## config.mk

```make
export PLATFORM = sky130hd
export DESIGN_NAME = fft_data_input
export DESIGN_NICKNAME = d
export VERILOG_FILES = /design/src/rtl/fft_data_input.sv
export SDC_FILE = /design/constraint.sdc
export NUM_CORES = 1
export LEC_CHECK = 0
export ABC_AREA = 1
export BUFFER_PORTS_ARGS = -buffer_cell sky130_fd_sc_hd__buf_2
export CAP_MARGIN = 0
export CORE_MARGIN = 2
export CORE_UTILIZATION = 61
export DETAILED_ROUTE_END_ITERATION = 10
export GPL_ROUTABILITY_DRIVEN = 0
export GPL_TIMING_DRIVEN = 0
export PLACE_DENSITY = 0.79
export SYNTH_ARGS = -nofsm -noshare
export SYNTH_HDL_FRONTEND = slang
export SYNTH_SLANG_ARGS = --single-unit
```

## constraint.sdc

```tcl
create_clock -name clk -period 2.39 [get_ports clk]
set_clock_uncertainty 0.05 [all_clocks]
set_input_delay 0.3585 -clock clk [delete_from_list [all_inputs] [get_ports clk]]
set_output_delay 0.3585 -clock clk [all_outputs]
set_load 0.005 [all_outputs]
```

## src/rtl/fft_data_input.sv

```systemverilog
// Frame buffer feeding the FFT engine: CPU writes {RE, IM} words into RAM, then a
// start pulse streams POINT_SIZE beats out over AXI-Stream. Option: FFT_DATA_INPUT_WRITE_LOCK_EN.
module fft_data_input #(
  parameter int NFFT               = 3,
  parameter int POINT_SIZE         = 2**NFFT,
  parameter int N_ELEMENTS         = POINT_SIZE*2,
  parameter int ELEMENTS_ADDR_SIZE = $clog2(N_ELEMENTS)
) (
  input  logic                          clk,
  input  logic                          resetn,
  input  logic                          wEn,
  input  logic [ELEMENTS_ADDR_SIZE-1:0] wAddr,
  input  logic [31:0]                   wData,
  input  logic                          start,
  output logic                          tvalid,
  input  logic                          tready,
  output logic                          tlast,
  output logic [63:0]                   tdata,
  output logic                          busy,
  output logic                          sent
);

  typedef enum logic [1:0] {
    IDLE    = 2'd0,
    SENDING = 2'd1,
    DONE    = 2'd2
  } state_t;

  localparam logic [NFFT-1:0] LAST_POINT = NFFT'(POINT_SIZE-1);

  state_t                        r_state;
  state_t                        w_stateNext;
  logic [NFFT-1:0]               r_pointI;
  logic [NFFT-1:0]               w_loadPoint;
  logic [63:0]                   r_tdata;
  logic [31:0]                   r_ram [N_ELEMENTS];
  logic                          w_tvalid;
  logic                          w_busy;
  logic                          w_handshake;
  logic                          w_lastPoint;
  logic                          w_launch;
  logic                          w_advance;
  logic                          w_ramWe;
  logic [ELEMENTS_ADDR_SIZE-1:0] w_rdAddrRe;
  logic [ELEMENTS_ADDR_SIZE-1:0] w_rdAddrIm;

  assign w_tvalid    = (r_state == SENDING);
  assign w_busy      = (r_state == SENDING) || (r_state == DONE);
  assign w_lastPoint = (r_pointI == LAST_POINT);
  assign w_handshake = w_tvalid && tready;

  always_comb begin
    w_stateNext = r_state;
    w_launch    = 1'b0;
    w_advance   = 1'b0;
    case (r_state)
      IDLE: begin
        if (start) begin
          w_stateNext = SENDING;
          w_launch    = 1'b1;
        end
      end
      SENDING: begin
        if (w_handshake) begin
          if (w_lastPoint) w_stateNext = DONE;
          else             w_advance   = 1'b1;
        end
      end
      DONE:    w_stateNext = IDLE;
      default: w_stateNext = IDLE;
    endcase
  end

  // Next point to present: point 0 on launch, otherwise the one after the current beat
  assign w_loadPoint = w_launch ? '0 : (r_pointI + 1'b1);
  assign w_rdAddrRe  = ELEMENTS_ADDR_SIZE'({w_loadPoint, 1'b0});
  assign w_rdAddrIm  = ELEMENTS_ADDR_SIZE'({w_loadPoint, 1'b1});

  always_ff @(posedge clk or negedge resetn) begin
    if (!resetn) begin
      r_state  <= IDLE;
      r_pointI <= '0;
      r_tdata  <= '0;
    end else begin
      r_state <= w_stateNext;
      if (w_launch)       r_pointI <= '0;
      else if (w_advance) r_pointI <= r_pointI + 1'b1;
      if (w_launch || w_advance)
        r_tdata <= {r_ram[w_rdAddrIm], r_ram[w_rdAddrRe]};
    end
  end

`ifdef FFT_DATA_INPUT_WRITE_LOCK_EN
  logic [7:0] lockDrops;

  assign w_ramWe = wEn && !w_busy;

  // Counts writes rejected because a frame was in flight; sticks at 255
  always_ff @(posedge clk or negedge resetn) begin
    if (!resetn)
      lockDrops <= '0;
    else if (wEn && w_busy && (lockDrops != 8'hFF))
      lockDrops <= lockDrops + 8'd1;
  end
`else
  assign w_ramWe = wEn;
`endif

  // Frame storage deliberately has no reset so contents survive resetn
  always_ff @(posedge clk) begin
    if (w_ramWe) r_ram[wAddr] <= wData;
  end

  assign tvalid = w_tvalid;
  assign tlast  = w_tvalid && w_lastPoint;
  assign tdata  = r_tdata;
  assign busy   = w_busy;
  assign sent   = (r_state == DONE);

endmodule

```

==> key figures, run 1 <==
Timing
  – RSZ-0062 raised after global routing: no
  – Final Cycle Share: between 90% and 100%
  – Sum Neg Setup Slack: 0 ns
  – Final min period: ~2.3 ns
  – Final Setup Violations: 0
  – Slew Viols, Final: 0
  – Tightest Pin Transition: roughly 0.76 ns
  – Max-slew headroom: between 40% and 50%
  – Achievable clock frequency: between 400 and 500 MHz
  – Final hold violations: 0

Floorplanning
  – Core ar.: 39600 um^2
  – I/O pin cnt: ~110
  – Die Ht: 204 um
  – Row count: 73
  – Starting Density: between 60 and 70%
  – Die X: just over 200 um
  – Die Area: 41700 um^2

Setup path
  – Worst path slowest cell: a21boi_4
  – Worst-path fanout max: 10
  – Stages on worst setup path: 7
  – Max incr delay on CP: 0.52 ns
  – Crit Path Category: register to register
  – Buffers & Inverters on Critical Path: 2
  – Launch point of the worst reg-to-reg path: r_state[1]
  – Required @ worst endpoint: between 2 and 3 ns
  – End of the worst register-to-register path: tdata[25]
  – Worst R2R Path Depth: 7
  – Reg2Reg Setup Slack: about 0.11 ns
  – Crit end category: register
  – CP delay by family, top: buffers and inverters
  – CP Launch Type: register
  – Critical path, cell by cell: inv_1 -> ha_1 -> nand3_2 -> a21boi_4 -> clkbuf_1 -> nand2_1 -> nand3_1
  – Data arrival time of the critical path: 2.77 ns

Clock network
  – Longest Clk Path Bufs: 3
  – Clock sinks: 581
  – CTS root buf: clkbuf_16
  – TritonCTS Buffers: 56
  – H-tree lvl count: 2
  – CTS tree: built
  – Clk pin slew, worst setup/hold paths: 0.07 ns
  – Worst-Skew Late Latency: 0.60 ns

Hold path
  – Worst Hold Class: primary input to register
  – Hold path depth: 1
  – Hold path startpoint: wData[24]
  – Worst Hold Path EP: r_ram[15][24]

Detailed routing
  – DR vias/cell: between 5 and 6
  – Total Wirelength: roughly 67 mm
  – Post-route ant nets: 0
  – Initial DRC count: 2020
  – Drt drc: 0
  – Avg WL per Cell: about 22 um
  – Via count: about 18000
  – First-pass DRT Iterations: 8

GRT
  – Global-route wire length before repair: about 100 mm
  – Congestion Overflow GR: 0
  – Vias in the first global route: 17422
  – Initial antenna violation count: 1
  – Gr usage total: 32.4%
  – Largest net degree at the start of global routing: 37

Cells and area
  – Filler Cell Count: around 2700
  – Synthesis-to-finish area growth: 14.5%
  – Share of layout cells above drive strength 1: between 10% and 20%
  – Final-stage net count: 2453
  – Finished Core Util: between 70% and 80%
  – Antenna diode count: 0
  – Final Cell Area: 28000 um^2

Synth
  – Top-count cell post-synth: nand2_1
  – Synth warn: 0
  – Syn Nets: 2269
  – Yosys cell types: 23
  – Synth top area share: about 63%
  – Yosys reg bits: between 500 and 600
  – Cell area after synthesis: 24500 um^2
  – Synth Flop Type: edfxtp_1
  – Area leader, netlist: edfxtp_1
  – Synth Instances: around 2200
  – Seq/Total Area, Yosys: a little over two thirds
  – Ys async rst share: between 10% and 20%
  – Synth area leaders: edfxtp_1 63%, nand3_1 9.2%, nand2_1 8.5%, dfrtp_1 7.1%, inv_1 3.6%
  – Commonest cells in the netlist: 556 x nand2_1, 512 x edfxtp_1, 452 x nand3_1
  – Post-synth EDFFs: 512
  – Syn Area/Cell: about 11 um^2

Pwr
  – Pwr dens: 1190 nW/um^2
  – Power, Total: around 0.033 W
  – VDD IR max: 0.000769 V
  – Leakage: ~12 nW

Placement
  – Placed cell area: around 26000 um^2
  – PortBufs: 108
  – Hpwl dp: around 43 mm

Run
  – Max Cap Viol: 0

Run status
  – Status: completed
## timing repair
action / CTS / global route
endpoints found under the setup margin: 51 / 62
endpoints found under the hold margin: 33 / 0
pin swaps: 0 / 0
resized for setup: 8 / 29
buffers inserted: 0 / 0
hold buffers: 1 / 0
## area by class of cell
type,instances,area (um^2),share of cell area (%)
multi-input combinational,1272,5900,21.1
sequential,581,17100,61.0
clock inverter,21,130,0.464
timing repair buffer,126,946,3.38
inverter,237,890,3.18
tap,525,657,2.34
buffer,131,763,2.72
clock buffer,82,1630,5.82
## cell families after synthesis
kind of cell,Yosys count,synth area share [%]
compound gates,9,0.225
flops,581,69.9
simple gates,1256,23.0
buf+inv,368,6.55
fa+ha+maj,7,0.358
## registers in the layout (all words and copies together), names as in the netlist
signal	flops
r_state	2
r_pointI	3
r_ram	512
tdata	64
## through the flow
step | std cells | hold slack [ns] | setup WS (ns)
final | 2975 | 0.116 | 0.108
after global routing | 2975 | 0.126 | 0.00504
after CTS | 2975 | 0.108 | 0.00954
after detailed placement | 2871 | 0.333 | -0.0776
after global placement | 2854 | 0.423 | -1.64
after floorplan | 2221 | 0.0129 | -0.0221
## power breakdown
group	total [W]	internal, W	switching (W)
Clock	0.00852	0.00481	0.00371
Sequential	0.0123	0.0118	0.000464
Combinational	0.0125	0.00397	0.00856
Total	0.0334	0.0206	0.0127
## worst register-to-register path, cell delays in order (launching register included)
cell and delay (ns):
dfrtp_1 0.35, inv_1 0.10, ha_1 0.25, nand3_2 0.16, a21boi_4 0.52, clkbuf_1 0.54
nand2_1 0.13, nand3_1 0.13
## how the worst max path moves through the flow
stage	startpoint	to	slack (ns)
after floorplan	wAddr[1]	r_ram[10][0]	-0.02
after global placement	wEn	r_ram[15][5]	-1.64
final	r_state[1]	tdata[25]	0.11
after CTS	r_state[0]	tdata[25]	0.01
after global routing	r_pointI[0]	tdata[63]	0.005
after detailed placement	r_state[1]	tdata[60]	-0.08
## metal layers
layer / track usage (%) / share of wire [%] / vias to the layer above
met5: 0 / 0 / -
met4: 15.5 / 4.4 / 0
met3: 5.92 / 11 / 198
met2: 52.6 / 48 / 1121
met1: 42.6 / 37 / 8471
li1: - / - / 7792
## layout by cell type, fill, tap and decap left out
cell / count
a21oi_1: 2
clkbuf_16: 57
clkinvlp_4: 3
clkinv_1: 6
ha_2: 1
buf_6: 6
dfrtp_1: 69
clkbuf_2: 11
o21ai_4: 1
nand2_2: 2
buf_1: 3
edfxtp_1: 512
nor2_1: 132
buf_16: 7
clkbuf_8: 11
clkbuf_1: 25
nand3_2: 1
o21ai_0: 5
nand3b_1: 64
ha_1: 6
buf_4: 25
or2_0: 13
dlygate4sd3_1: 1
clkinv_2: 11
or2_1: 19
nand3_1: 452
nor2_4: 17
inv_1: 235
a21boi_4: 1
buf_12: 10
inv_2: 2
bufinv_16: 1
clkbuf_4: 11
nand2_1: 556
buf_2: 172
Note: power is estimated with default switching activity, not from simulation.
==> run 2: changes to the inputs <==
Settings changed: CORE_MARGIN 2 to unset.
==> key figures, run 2 (synthesis gave the netlist of run 1 again) <==
Run status
  – Status: completed

Hold path
  – Hold path startpoint: wData[24]
  – Worst Hold Path EP: r_ram[12][24]
  – Hold path depth: 1
  – Worst Hold Class: primary input to register

Clock network
  – CTS tree: built
  – H-tree lvl count: 2
  – Longest Clk Path Bufs: 3
  – Clock sinks: around 580
  – CTS root buf: clkbuf_16
  – Worst-Skew Late Latency: about 0.61 ns
  – TritonCTS Buffers: between 50 and 60
  – Clk pin slew, worst setup/hold paths: 0.07 ns
  – Setup Fix Bufs, Post-CTS: 0

Pwr
  – VDD IR max: a little over 0.0007 V
  – Pwr dens: 1190 nW/um^2
  – Leakage: 11.7 nW

Cells and area
  – Largest Register: r_ram
  – Filler Cell Count: about 2600
  – Share of layout cells above drive strength 1: 13.9%
  – Most frequent cells in the layout: 556 x nand2_1, 512 x edfxtp_1, 452 x nand3_1, 235 x inv_1, 178 x buf_2
  – Max reg flops: 512
  – Final-stage net count: roughly 2500
  – Synthesis-to-finish area growth: 14.5%
  – Commonest non-fill, non-tap cell in the layout: nand2_1
  – Antenna diode count: 0

Detailed routing
  – First-pass DRT Iterations: 6
  – Drt drc: 0
  – Avg WL per Cell: around 23 um
  – Initial DRC count: ~2100
  – Via count: roughly 18000
  – Total Wirelength: a little under 70 mm
  – DR vias/cell: 5.98
  – Post-route ant nets: 0

Timing
  – Final min period: between 2 and 2.5 ns
  – Achievable clock frequency: 425 MHz
  – Tightest Pin Transition: between 0.7 and 0.8 ns
  – Slew Viols, Final: 0
  – Final Cycle Share: a little over nine tenths
  – Final hold violations: 0
  – Final Setup Violations: 0
  – Sum Neg Setup Slack: 0 ns
  – Fin Hold WS: approximately 0.12 ns
  – Max-slew headroom: ~51%

Placement
  – PortBufs: about 110
  – Hpwl dp: 43.2 mm

Setup path
  – Worst path slowest cell: clkbuf_1
  – CP Launch Type: register
  – Max incr delay on CP: approximately 0.56 ns
  – End of the worst register-to-register path: tdata[60]
  – Crit Path Category: register to register
  – Crit end category: register
  – Reg2Reg Setup Slack: ~0.036 ns
  – Critical path, cell by cell: inv_1 -> ha_1 -> nand3_2 -> a21boi_4 -> clkbuf_1 -> nand2_1 -> nand3_1
  – Launch point of the worst reg-to-reg path: r_state[1]
  – Required @ worst endpoint: 2.87 ns
  – Worst-path fanout max: 10
  – Worst R2R Path Depth: 7
  – Data arrival time of the critical path: between 2 and 3 ns

Run
  – Max Cap Viol: 0

Floorplanning
  – Starting Density: 62.6%
  – Core ar.: between 30000 and 40000 um^2
  – Row count: 72
  – Die Area: between 40000 and 50000 um^2
  – Die Ht: 202 um
  – Die X: 202 um
  – I/O pin cnt: about 110

GRT
  – Vias in the first global route: between 15000 and 20000
  – Largest net degree at the start of global routing: 38
  – Congestion Overflow GR: 0
  – Gr usage total: 33.6%
  – Initial antenna violation count: 3
  – Global-route wire length before repair: 102 mm
run 2: cell count changes in the layout (fill, tap and decap cells not counted):
cell        delta
buf_1          -1
buf_2          +6
buf_4          -1
bufinv_16      +2
clkbuf_1       +9
clkbuf_4       -4
clkbuf_8       -2
clkinv_1       +1
clkinv_2       -8
clkinvlp_4     -3
run 2: routing by layer:
metal	track usage [%]	up-vias	routed length, um
li1	-	7801	-
met1	44.7	8532	24900
met2	54.4	1219	32500
met3	5.35	180	7390
met4	15.9	0	2810
met5	0	-	0
run 2: report_power, final:
part           total [W]  switching, W  internal (W)
Sequential        0.0123      0.000476        0.0118
Clock            0.00864       0.00366       0.00497
Combinational     0.0125       0.00856       0.00394
run 2: how the worst max path moves through the flow:
stage,from,to,depth (start not counted)
final,r_state[1],tdata[60],7
after global routing,r_state[0],tdata[28],11
after CTS,r_state[0],tdata[53],10
after detailed placement,r_pointI[0],tdata[9],8
after global placement,wEn,r_ram[13][5],3
after floorplan,wAddr[1],r_ram[10][0],4
run 2: worst max-delay path, delay by kind of cell, from the launching register on:
kind                     cells  cell delay (ns)
buffers and inverters        2             0.67
AO/OA/AOI/OAI                1             0.55
AND/OR/NAND/NOR              3             0.41
flip-flops                   1             0.35
adder cells (fa/ha/maj)      1             0.25
run 2: stage by stage:
stage                     setup WS (ns)  instances  util (%)  total power, W  cell area [um^2]
after global placement            -1.66       2847      65.6          0.0241             25700
after detailed placement         -0.118       2864      66.9          0.0246             26200
after floorplan                 -0.0221       2221         -          0.0202             24500
after CTS                        0.0285       2967      71.5          0.0332             28000
final                            0.0365       2967      71.6          0.0335             28000
after global routing           -0.00960       2967      71.6          0.0350             28000
run 2: layout make-up:
type,instances,area (um^2),share of cell area (%)
Clock buffer,89,1640,5.84
Timing Repair Buffer,126,946,3.38
Inverter,237,890,3.18
Sequential cell,581,17100,61.1
Buffer,131,752,2.69
Tap cell,518,648,2.31
Clock inverter,13,131,0.469
Multi-Input combinational cell,1272,5900,21.1
run 2: what timing repair did:
item | 4_1_cts | 5_1_grt
setup endpoints to repair | 56 | 63
hold buffers | 1 | 0
resized for setup | 12 | 17
hold endpoints to repair | 32 | 0
pin swaps | 0 | 0
==> run 3: changes to the inputs <==
Settings changed: ABC_AREA 1 to unset.
==> key figures, run 3 <==
Synth
  – Cell area after synthesis: roughly 22000 um^2
  – Synth warn: 0
  – Synth top area share: approximately 70%
  – Syn Nets: 1327
  – Syn Area/Cell: roughly 17 um^2
  – Post-synth EDFFs: between 500 and 600
  – Seq/Total Area, Yosys: around 77%
  – Yosys reg bits: a little under 600
  – Synth Instances: around 1300
  – Commonest cells in the netlist: 512 x edfxtp_1, 99 x nand2_1, 96 x mux2i_1
  – Synth area leaders: edfxtp_1 70%, dfrtp_1 7.8%, mux2i_1 4.4%, o211ai_1 2.2%, mux2_2 1.7%
  – Yosys cell types: 42
  – Area leader, netlist: edfxtp_1
  – Synth Flop Type: edfxtp_1
  – Top-count cell post-synth: edfxtp_1
  – Ys async rst share: between 10% and 20%

Placement
  – Dpl ws: -0.699 ns
  – PortBufs: 107
  – Hpwl dp: around 33 mm

Pwr
  – VDD IR max: 0.000679 V
  – Pwr dens: 1110 nW/um^2
  – Leakage: between 8 and 9 nW
  – Power, Total: 0.0290 W

Timing
  – RSZ-0062 raised after global routing: yes
  – Tightest Pin Transition: approximately 0.98 ns
  – Fin Hold WS: approximately 0.083 ns
  – Max-slew headroom: around a third
  – Final Setup Violations: 2
  – Final hold violations: 0
  – Sum Neg Setup Slack: -0.102 ns
  – Achievable clock frequency: 402 MHz
  – Slew Viols, Final: 0
  – Final Cycle Share: 104%
  – Final min period: between 2 and 2.5 ns
  – Final worst slack: -0.0972 ns

Run
  – Max Cap Viol: 0

Cells and area
  – Multi-input combinational cell area: 4890 um^2
  – Largest Register: r_ram
  – Share of layout cells above drive strength 1: around a quarter
  – Filler Cell Count: between 2000 and 2500
  – Seq. cell area: roughly 17000 um^2
  – Commonest non-fill, non-tap cell in the layout: edfxtp_1
  – Synthesis-to-finish area growth: 18.2%
  – Most frequent cells in the layout: 512 x edfxtp_1, 131 x buf_2, 99 x nand2_1, 96 x mux2i_1, 69 x dfrtp_1
  – Finished Core Util: 73.4%
  – Max reg flops: approximately 510
  – Final-stage net count: 1514

Detailed routing
  – Total Wirelength: 56.6 mm
  – Avg WL per Cell: ~29 um
  – Initial DRC count: around 1600
  – Drt drc: 0
  – First-pass DRT Iterations: 5
  – Via count: ~13000
  – DR vias/cell: approximately 6.7
  – Post-route ant nets: 0

Run status
  – Failing checks: negative setup slack
  – Status: complete, but fails checks

Setup path
  – Crit Path Category: register to register
  – Crit end category: register
  – Worst-path fanout max: 10
  – Max incr delay on CP: 0.49 ns
  – Critical path, cell by cell: inv_1 -> ha_1 -> buf_6 -> and2_4 -> buf_4 -> clkbuf_8 -> a2111oi_4 -> o221ai_2 -> o211ai_1
  – CP Launch Type: register
  – Required @ worst endpoint: approximately 2.9 ns
  – Data arrival time of the critical path: 2.96 ns
  – Worst path slowest cell: a2111oi_4

Clock network
  – H-tree lvl count: 2
  – Worst-Skew Late Latency: between 0.6 and 0.7 ns
  – CTS tree: built
  – CTS root buf: clkbuf_16
  – Longest Clk Path Bufs: 3
  – Clock sinks: between 500 and 600
  – Clk pin slew, worst setup/hold paths: ~0.07 ns
  – TritonCTS Buffers: between 50 and 60

GRT
  – Congestion Overflow GR: 0
  – Gr usage total: 30.9%
  – Largest net degree at the start of global routing: 48
  – Global-route wire length before repair: 82.4 mm
  – Vias in the first global route: 13437
  – Initial antenna violation count: 2

Floorplanning
  – Die Ht: 192 um
  – I/O pin cnt: between 100 and 150
  – Row count: just under 70
  – Core ar.: between 30000 and 40000 um^2
  – Die Area: between 30000 and 40000 um^2
  – Die X: between 150 and 200 um
  – Starting Density: about 62%

Hold path
  – Worst Hold Class: primary input to register
run 3: report_power, final:
group | internal [W] | switching (W) | leakage (nW)
Combinational | 0.00263 | 0.00501 | 2.44
Clock | 0.00521 | 0.00385 | 0.926
Sequential | 0.0118 | 0.000470 | 5.48
run 3: critical path, delay by kind of cell, from the launching register on:
kind / cells / cell delay (ns)
AO/OA/AOI/OAI: 3 / 0.88
buffers and inverters: 4 / 0.68
adder cells (fa/ha/maj): 1 / 0.22
AND/OR/NAND/NOR: 1 / 0.19
flip-flops: 1 / 0.38
run 3: repair_timing:
item / in CTS / in global routing
pin swaps: 1 / 1
gates resized for setup: 79 / 83
hold buffers: 1 / 0
endpoints found under the hold margin: 29 / 0
setup buffers: 2 / 0
endpoints found under the setup margin: 64 / 62
run 3: cell families (layout without fill, tap and decap cells):
kind of cell / after synthesis / in the layout / synth area share, %
AOI/OAI and AO/OA: 269 / 269 / 9.79
xor gates and xnor gates: 1 / 1 / 0.0397
adders and majority gates: 7 / 7 / 0.397
buffers and inverters: 95 / 329 / 1.94
DFF: 581 / 581 / 77.4
muxes: 129 / 129 / 6.03
other: 0 / 2 / 0
and+or+nand+nor: 197 / 197 / 4.35
run 3: stage by stage:
step                      instance area [um^2]  std cells
final                                    26100       1976
after global routing                     26100       1975
after CTS                                25900       1974
after detailed placement                 23800       1868
after global placement                   23200       1847
after floorplan                          22100       1279
run 3: final cells by class:
type,instances,area share [%]
Antenna cell,2,0.0192
Timing Repair Buffer,131,4.01
Buffer,87,2.02
Clock buffer,69,5.67
Multi-Input combinational cell,603,18.8
Clock inverter,35,1.69
Inverter,7,0.101
Tap cell,461,2.21
Sequential cell,581,65.5
run 3: layer usage:
metal	vias up	share of wire, %	wire length (um)	global-route usage, %
li1	5517	-	-	-
met1	6721	38	21700	41.7
met2	893	49	27800	50.2
met3	122	9.6	5430	5.56
met4	0	3.0	1690	12.4
met5	-	0	0	0
run 3: worst paths after layout:
| path | start | endpoint | slack [ns] | cells past startpoint |
|---|---|---|---|---|
| min | wData[20] | r_ram[12][20] | 0.08 | 1 |
| min reg2reg | tdata[55] | tdata[55] | 0.45 | 2 |
| min in group asynchronous | resetn | tdata[1] | 0.20 | 2 |
| max reg2reg | r_state[0] | tdata[34] | -0.1 | 9 |
| max in group asynchronous | resetn | tdata[16] | 1.41 | 3 |
| max | r_state[0] | tdata[34] | -0.1 | 9 |
